===== src/rtl/hamming_secded_decoder_if.sv =====
// Request/acknowledge handshake plus shared data-memory byte port used by
// the SECDED decoder stage.
//   req          start pulse from the core
//   ack          decoder finished, held until the next request
//   mem_addr     data-memory byte address
//   mem_rd_data  synchronous read data, valid one cycle after mem_addr
//   mem_wr_en    byte write strobe
//   mem_wr_data  byte write data
// master: the decoder side. slave: the core/memory side.
interface hamming_secded_decoder_if #(
  parameter int ADDR_W = 8
);
  logic              req;
  logic              ack;
  logic [ADDR_W-1:0] mem_addr;
  logic [7:0]        mem_rd_data;
  logic              mem_wr_en;
  logic [7:0]        mem_wr_data;

  modport master (
    input  req, mem_rd_data,
    output ack, mem_addr, mem_wr_en, mem_wr_data
  );

  modport slave (
    output req, mem_rd_data,
    input  ack, mem_addr, mem_wr_en, mem_wr_data
  );
endinterface


===== src/rtl/hamming_secded_decoder.sv =====
// Hamming SECDED decoder stage. On a request it walks NUM_WORDS 16-bit
// encoded words (byte pairs at SRC_BASE), corrects single-bit errors, flags
// double-bit errors and writes 11-bit messages plus 2-bit status as byte
// pairs to DST_BASE, then raises ack.
//   clock     system clock, rising edge
//   reset_n   asynchronous active-low reset
//   bus       handshake + shared data-memory port (master side)
//   err1_cnt  words corrected in this run (saturates at 31)
//   err2_cnt  double-error words in this run (saturates at 31)
module hamming_secded_decoder #(
  parameter int NUM_WORDS = 15,
  parameter int SRC_BASE  = 30,
  parameter int DST_BASE  = 0,
  parameter int ADDR_W    = 8
) (
  input  logic                     clock,
  input  logic                     reset_n,
  hamming_secded_decoder_if.master bus,
  output logic [4:0]               err1_cnt,
  output logic [4:0]               err2_cnt
);

  localparam int IDX_W = (NUM_WORDS > 1) ? $clog2(NUM_WORDS) : 1;

  typedef enum logic [2:0] {
    IDLE, RD_LO, RD_HI, CAP, DEC, WR_LO, WR_HI, DONE
  } state_t;

  state_t            state, state_next;
  logic [IDX_W-1:0]  idx;
  logic              last;
  logic              start;
  logic [ADDR_W-1:0] word_off, src_addr, dst_addr;
  logic [7:0]        lo_byte_p0, hi_byte_p0;
  logic [15:0]       dec_word, dec_word_p1;

  function automatic logic [4:0] sat_inc(input logic [4:0] c);
    return (c == 5'd31) ? c : c + 5'd1;
  endfunction

  // Returns {flags[1:0], 3'b000, d11..d9, d8..d1}. Masks select positions
  // 1..15 whose index has bit k set; position 0 (p0) only enters parity.
  function automatic logic [15:0] decode_word(input logic [15:0] w);
    logic [3:0]  s;
    logic        p;
    logic [15:0] c;
    logic [1:0]  f;
    s[0] = ^(w & 16'hAAAA);
    s[1] = ^(w & 16'hCCCC);
    s[2] = ^(w & 16'hF0F0);
    s[3] = ^(w & 16'hFF00);
    p    = ^w;
    c    = w;
    f    = 2'b00;
    if (p) begin
      f = 2'b01;
      if (s != 4'd0) c = w ^ (16'd1 << s);
    end else if (s != 4'd0) begin
      f = 2'b10;
    end
    return {f, 3'b000, c[15], c[14], c[13],
            c[12], c[11], c[10], c[9], c[7], c[6], c[5], c[3]};
  endfunction

  assign last     = (idx == IDX_W'(NUM_WORDS - 1));
  assign start    = ((state == IDLE) || (state == DONE)) && bus.req;
  assign word_off = ADDR_W'({idx, 1'b0});
  assign src_addr = ADDR_W'(SRC_BASE) + word_off;
  assign dst_addr = ADDR_W'(DST_BASE) + word_off;
  assign dec_word = decode_word({hi_byte_p0, lo_byte_p0});

  always_ff @(posedge clock or negedge reset_n) begin
    if (!reset_n) begin
      state    <= IDLE;
      idx      <= '0;
      err1_cnt <= '0;
      err2_cnt <= '0;
    end else begin
      state <= state_next;
      if (start) begin
        idx      <= '0;
        err1_cnt <= '0;
        err2_cnt <= '0;
      end else begin
        if (state == WR_HI && !last) idx <= idx + 1'b1;
        if (state == DEC) begin
          if (dec_word[14]) err1_cnt <= sat_inc(err1_cnt);
          if (dec_word[15]) err2_cnt <= sat_inc(err2_cnt);
        end
      end
    end
  end

  // Stage p0: encoded bytes captured from memory (low in RD_HI, high in CAP)
  always_ff @(posedge clock) begin
    if (state == RD_HI) lo_byte_p0 <= bus.mem_rd_data;
    if (state == CAP)   hi_byte_p0 <= bus.mem_rd_data;
  end

  // Stage p1: decoded output byte pair held through WR_LO/WR_HI
  always_ff @(posedge clock) begin
    if (state == DEC) dec_word_p1 <= dec_word;
  end

  always_comb begin
    state_next      = state;
    bus.ack         = 1'b0;
    bus.mem_addr    = '0;
    bus.mem_wr_en   = 1'b0;
    bus.mem_wr_data = '0;
    case (state)
      IDLE:  if (bus.req) state_next = RD_LO;
      RD_LO: begin
        bus.mem_addr = src_addr;
        state_next   = RD_HI;
      end
      RD_HI: begin
        bus.mem_addr = src_addr + ADDR_W'(1);
        state_next   = CAP;
      end
      CAP:   state_next = DEC;
      DEC:   state_next = WR_LO;
      WR_LO: begin
        bus.mem_wr_en   = 1'b1;
        bus.mem_addr    = dst_addr;
        bus.mem_wr_data = dec_word_p1[7:0];
        state_next      = WR_HI;
      end
      WR_HI: begin
        bus.mem_wr_en   = 1'b1;
        bus.mem_addr    = dst_addr + ADDR_W'(1);
        bus.mem_wr_data = dec_word_p1[15:8];
        state_next      = last ? DONE : RD_LO;
      end
      DONE: begin
        bus.ack = 1'b1;
        if (bus.req) state_next = RD_LO;
      end
      default: state_next = IDLE;
    endcase
  end

endmodule


===== src/flat_wrapper.sv =====
// flat-port wrapper written by rule: the top's interface ports become plain ports
module hamming_secded_decoder_flat 
#(
  parameter int NUM_WORDS = 15,
  parameter int SRC_BASE  = 30,
  parameter int DST_BASE  = 0,
  parameter int ADDR_W    = 8
)
  (clock, reset_n, err1_cnt, err2_cnt, bus_req, bus_mem_rd_data, bus_ack, bus_mem_addr, bus_mem_wr_en, bus_mem_wr_data);
  hamming_secded_decoder_if #(.ADDR_W(ADDR_W)) bus_i ();
  input  logic clock;
  input  logic reset_n;
  output logic [4:0] err1_cnt;
  output logic [4:0] err2_cnt;
  input wire logic [$bits(bus_i.req)-1:0] bus_req;
  input wire logic [$bits(bus_i.mem_rd_data)-1:0] bus_mem_rd_data;
  output wire logic [$bits(bus_i.ack)-1:0] bus_ack;
  output wire logic [$bits(bus_i.mem_addr)-1:0] bus_mem_addr;
  output wire logic [$bits(bus_i.mem_wr_en)-1:0] bus_mem_wr_en;
  output wire logic [$bits(bus_i.mem_wr_data)-1:0] bus_mem_wr_data;
  assign bus_i.req = bus_req;
  assign bus_i.mem_rd_data = bus_mem_rd_data;
  assign bus_ack = bus_i.ack;
  assign bus_mem_addr = bus_i.mem_addr;
  assign bus_mem_wr_en = bus_i.mem_wr_en;
  assign bus_mem_wr_data = bus_i.mem_wr_data;
  hamming_secded_decoder #(.NUM_WORDS(NUM_WORDS), .SRC_BASE(SRC_BASE), .DST_BASE(DST_BASE), .ADDR_W(ADDR_W)) u_core (.clock(clock), .reset_n(reset_n), .bus(bus_i), .err1_cnt(err1_cnt), .err2_cnt(err2_cnt));
endmodule

===== config.mk =====
export PLATFORM = sky130hd
export DESIGN_NAME = hamming_secded_decoder_flat
export DESIGN_NICKNAME = d
export VERILOG_FILES = /design/src/rtl/hamming_secded_decoder_if.sv /design/src/rtl/hamming_secded_decoder.sv /design/src/flat_wrapper.sv
export SDC_FILE = /design/constraint.sdc
export NUM_CORES = 1
export LEC_CHECK = 0
export ABC_AREA = 1
export BUFFER_PORTS_ARGS = -buffer_cell sky130_fd_sc_hd__buf_2
export CAP_MARGIN = 20
export CORE_MARGIN = 2
export CORE_UTILIZATION = 60
export DETAILED_ROUTE_END_ITERATION = 8
export GPL_ROUTABILITY_DRIVEN = 0
export PLACE_DENSITY = 0.87
export SLEW_MARGIN = 10
export SYNTH_ARGS = -nofsm -noshare
export SYNTH_HDL_FRONTEND = slang
export SYNTH_SLANG_ARGS = --single-unit

===== constraint.sdc =====
create_clock -name clock -period 4.2 [get_ports clock]
set_clock_uncertainty 0.2 [all_clocks]
set_input_delay 0.42 -clock clock [delete_from_list [all_inputs] [get_ports clock]]
set_output_delay 0.42 -clock clock [all_outputs]
set_load 0.03 [all_outputs]

==> impl_metrics.env <==
export IMPL_dr_wl_met2_um=2800
export IMPL_dieArea_sq_um=5430
export IMPL_stdcell_count=484
export IMPL_cap_violations=0
export IMPL_core_area_sq_um=4690
export IMPL_die_x_um=73.7
export IMPL_setup_tns_ns=0
export IMPL_io_pins=39
export IMPL_drive_above_1_share_pct=19.1
export IMPL_wirelength_um=5550
export IMPL_viasPerCell=5.17
export IMPL_setup_ws_ns=1.64
export IMPL_status="complete, no violations"
export IMPL_relSlewSlack_pct=44.0
export IMPL_root_buffer="clkbuf_8"
export IMPL_fin_util_pct=69.1
export IMPL_post_place_cells=475
export IMPL_cts_htree_levels=2
export IMPL_cts_buffers=5
export IMPL_syn_instance_count=387
export IMPL_hold_ws_ns=0.107
export IMPL_crit_path_start_kind="register"
export IMPL_drtIter0Drc=189
export IMPL_placed_cell_area_sq_um=3150
export IMPL_top_layer_used="met4"
export IMPL_drc=0
export IMPL_ys_ff_latch=46
export IMPL_post_cts_buffers=0
export IMPL_p_per_area_nw_per_um2=680
export IMPL_ir_drop_mv=0.336
export IMPL_final_nets=447
export IMPL_area_growth_syn_to_layout_pct=11.2
export IMPL_fmax_ghz=0.390
export IMPL_met1_length_um=2430
export IMPL_grt_ovfl_total=0
export IMPL_ys_seq_area_share_pct=44.4
export IMPL_postLayoutCellArea_sq_um=3240
export IMPL_cts_tree="built"
export IMPL_cts_hold_buffers_added=1
export IMPL_crit_fanout=8
export IMPL_synth_warnings=0
export IMPL_cts_num_sinks=46
export IMPL_period_minus_slack_ns=2.56
export IMPL_dp_hpwl_um=4400
export IMPL_synth_area_sq_um=2920
export IMPL_hp_class="input port to register"
export IMPL_clk_pin_slew_ns=0.08
export IMPL_worstPathRequired_ns=3.58
export IMPL_clock_latency_ns=0.30
export IMPL_end_kind="output pin"
export IMPL_ctsResizeCount=0
export IMPL_antenna_found_initial=0
export IMPL_grt_pass1_vias=2248
export IMPL_grt_max_degree=18
export IMPL_rsz0062_at_grt="no"
export IMPL_wl_per_cell_um=11.5
export IMPL_portBuffers=36
export IMPL_criticalPathCategory="register to output pin"
export IMPL_diodes=0
export IMPL_p_leak_nw=1.73
export IMPL_maxSlewViolCount=0
export IMPL_start_util_pct=62.2
export IMPL_arrival_ns=1.94
export IMPL_ant_nets=0
export IMPL_place_ws_ns=1.97
export IMPL_grt_pass1_wl_um=9230
export IMPL_grt_use_total_pct=22.2
export IMPL_die_height_um=73.7
export IMPL_met3_length_um=231
export IMPL_hold_viol_final=0
export IMPL_fin_crit_sh_pct=61.0
export IMPL_cts_buffer_depth=2
export IMPL_synth_cell_types=30
export IMPL_finalPower_mw=2.21
export IMPL_worst_pin_slew_ns=0.837
export IMPL_rows=25
export IMPL_setup_violations=0
export IMPL_vias=2503
export IMPL_drt_pass1_iter_count=5
export IMPL_syn_avg_cell_area_sq_um=7.54
-- cells in the final DEF (no fill, tap or decap), drive strengths merged, types with 7 or more instances in the layout --
| cell | Yosys | routed |
|---|---|---|
| nor2 | 37 | 37 |
| edfxtp | 29 | 29 |
| xor2 | 12 | 12 |
| buf | 4 | 37 |
| inv | 49 | 49 |
| a21oi | 7 | 7 |
| nand2 | 178 | 178 |
| ha | 7 | 7 |
| nand3 | 26 | 26 |
| dfrtp | 17 | 17 |
-- critical path, stage by stage (launching register included) --
cell and delay (ns):
dfrtp_1 0.40, inv_1 0.07, nor2_1 0.39, nand2_1 0.19
nand2_1 0.15, inv_1 0.08, o22ai_1 0.15, buf_2 0.22
-- cell usage after synthesis, drive strengths merged --
master | count | area, sq um
nand2 | 178 | 726
inv | 49 | 186
nor2 | 37 | 159
edfxtp | 29 | 871
nand3 | 26 | 148
dfrtp | 17 | 425
xor2 | 12 | 105
a21oi | 7 | 38.8
ha | 7 | 87.6
a32o | 5 | 50.1
o21ai | 5 | 25.0
buf | 4 | 25.0
nor3 | 2 | 10.0
o22ai | 2 | 12.5
xnor2 | 2 | 17.5
a31o | 1 | 8.76
a31oi | 1 | 6.26
clkinv | 1 | 5.00
conb | 1 | 3.75
nand4 | 1 | 6.26
-- metal layers --
layer	global-route usage [%]	up-vias
met1	26.5	1144
met5	0	-
met3	5.76	9
li1	-	1296
met2	38.2	54
met4	8.48	0
-- state kept, by name, indices dropped and copies added (netlist names) --
| name | count |
|---|---|
| u_core.dec_word_p1 | 13 |
| u_core.state | 3 |
| u_core.lo_byte_p0 | 8 |
| u_core.err1_cnt | 5 |
| u_core.idx | 4 |
| u_core.err2_cnt | 5 |
| u_core.hi_byte_p0 | 8 |
-- power breakdown --
| part | total (mW) | internal (mW) | switching, mW |
|---|---|---|---|
| clock | 0.255 | 0.115 | 0.140 |
| combinational | 1.20 | 0.357 | 0.844 |
| sequential | 0.751 | 0.636 | 0.115 |
-- final timing paths --
check	depth (start not counted)	slack (ns)	end	start
setup / recovery	7	1.64	bus_mem_addr[2]	u_core.state[0]$_DFFE_PN0P_
hold / removal	1	0.11	u_core.lo_byte_p0[6]$_DFFE_PP_	bus_mem_rd_data[6]
setup reg to reg	12	2.00	u_core.dec_word_p1[2]$_DFFE_PN_	u_core.lo_byte_p0[6]$_DFFE_PP_
hold reg to reg	2	0.30	u_core.err1_cnt[3]$_DFFE_PN0P_	u_core.err1_cnt[3]$_DFFE_PN0P_
max in group asynchronous	2	3.14	u_core.err1_cnt[4]$_DFFE_PN0P_	reset_n
min in group asynchronous	2	0.38	u_core.state[0]$_DFFE_PN0P_	reset_n
-- final cells by class --
type / count / area [sq um]
multi-input combinational: 288 / 1410
inverter: 50 / 191
timing repair buffer: 38 / 198
clock inverter: 2 / 10.0
sequential: 46 / 1300
tap: 54 / 67.6
clock buffer: 6 / 72.6
fill: 385 / 1450
-- cells by family after synthesis --
logic type,after synthesis,share of synthesized area (%)
simple gates,244,36.0
fa+ha+maj,7,3.00
flops,46,44.4
other cells,1,0.129
compound gates,21,4.85
buf+inv,54,7.42
xor+xnor,14,4.20
No activity file was read; power rests on OpenSTA's default activity.
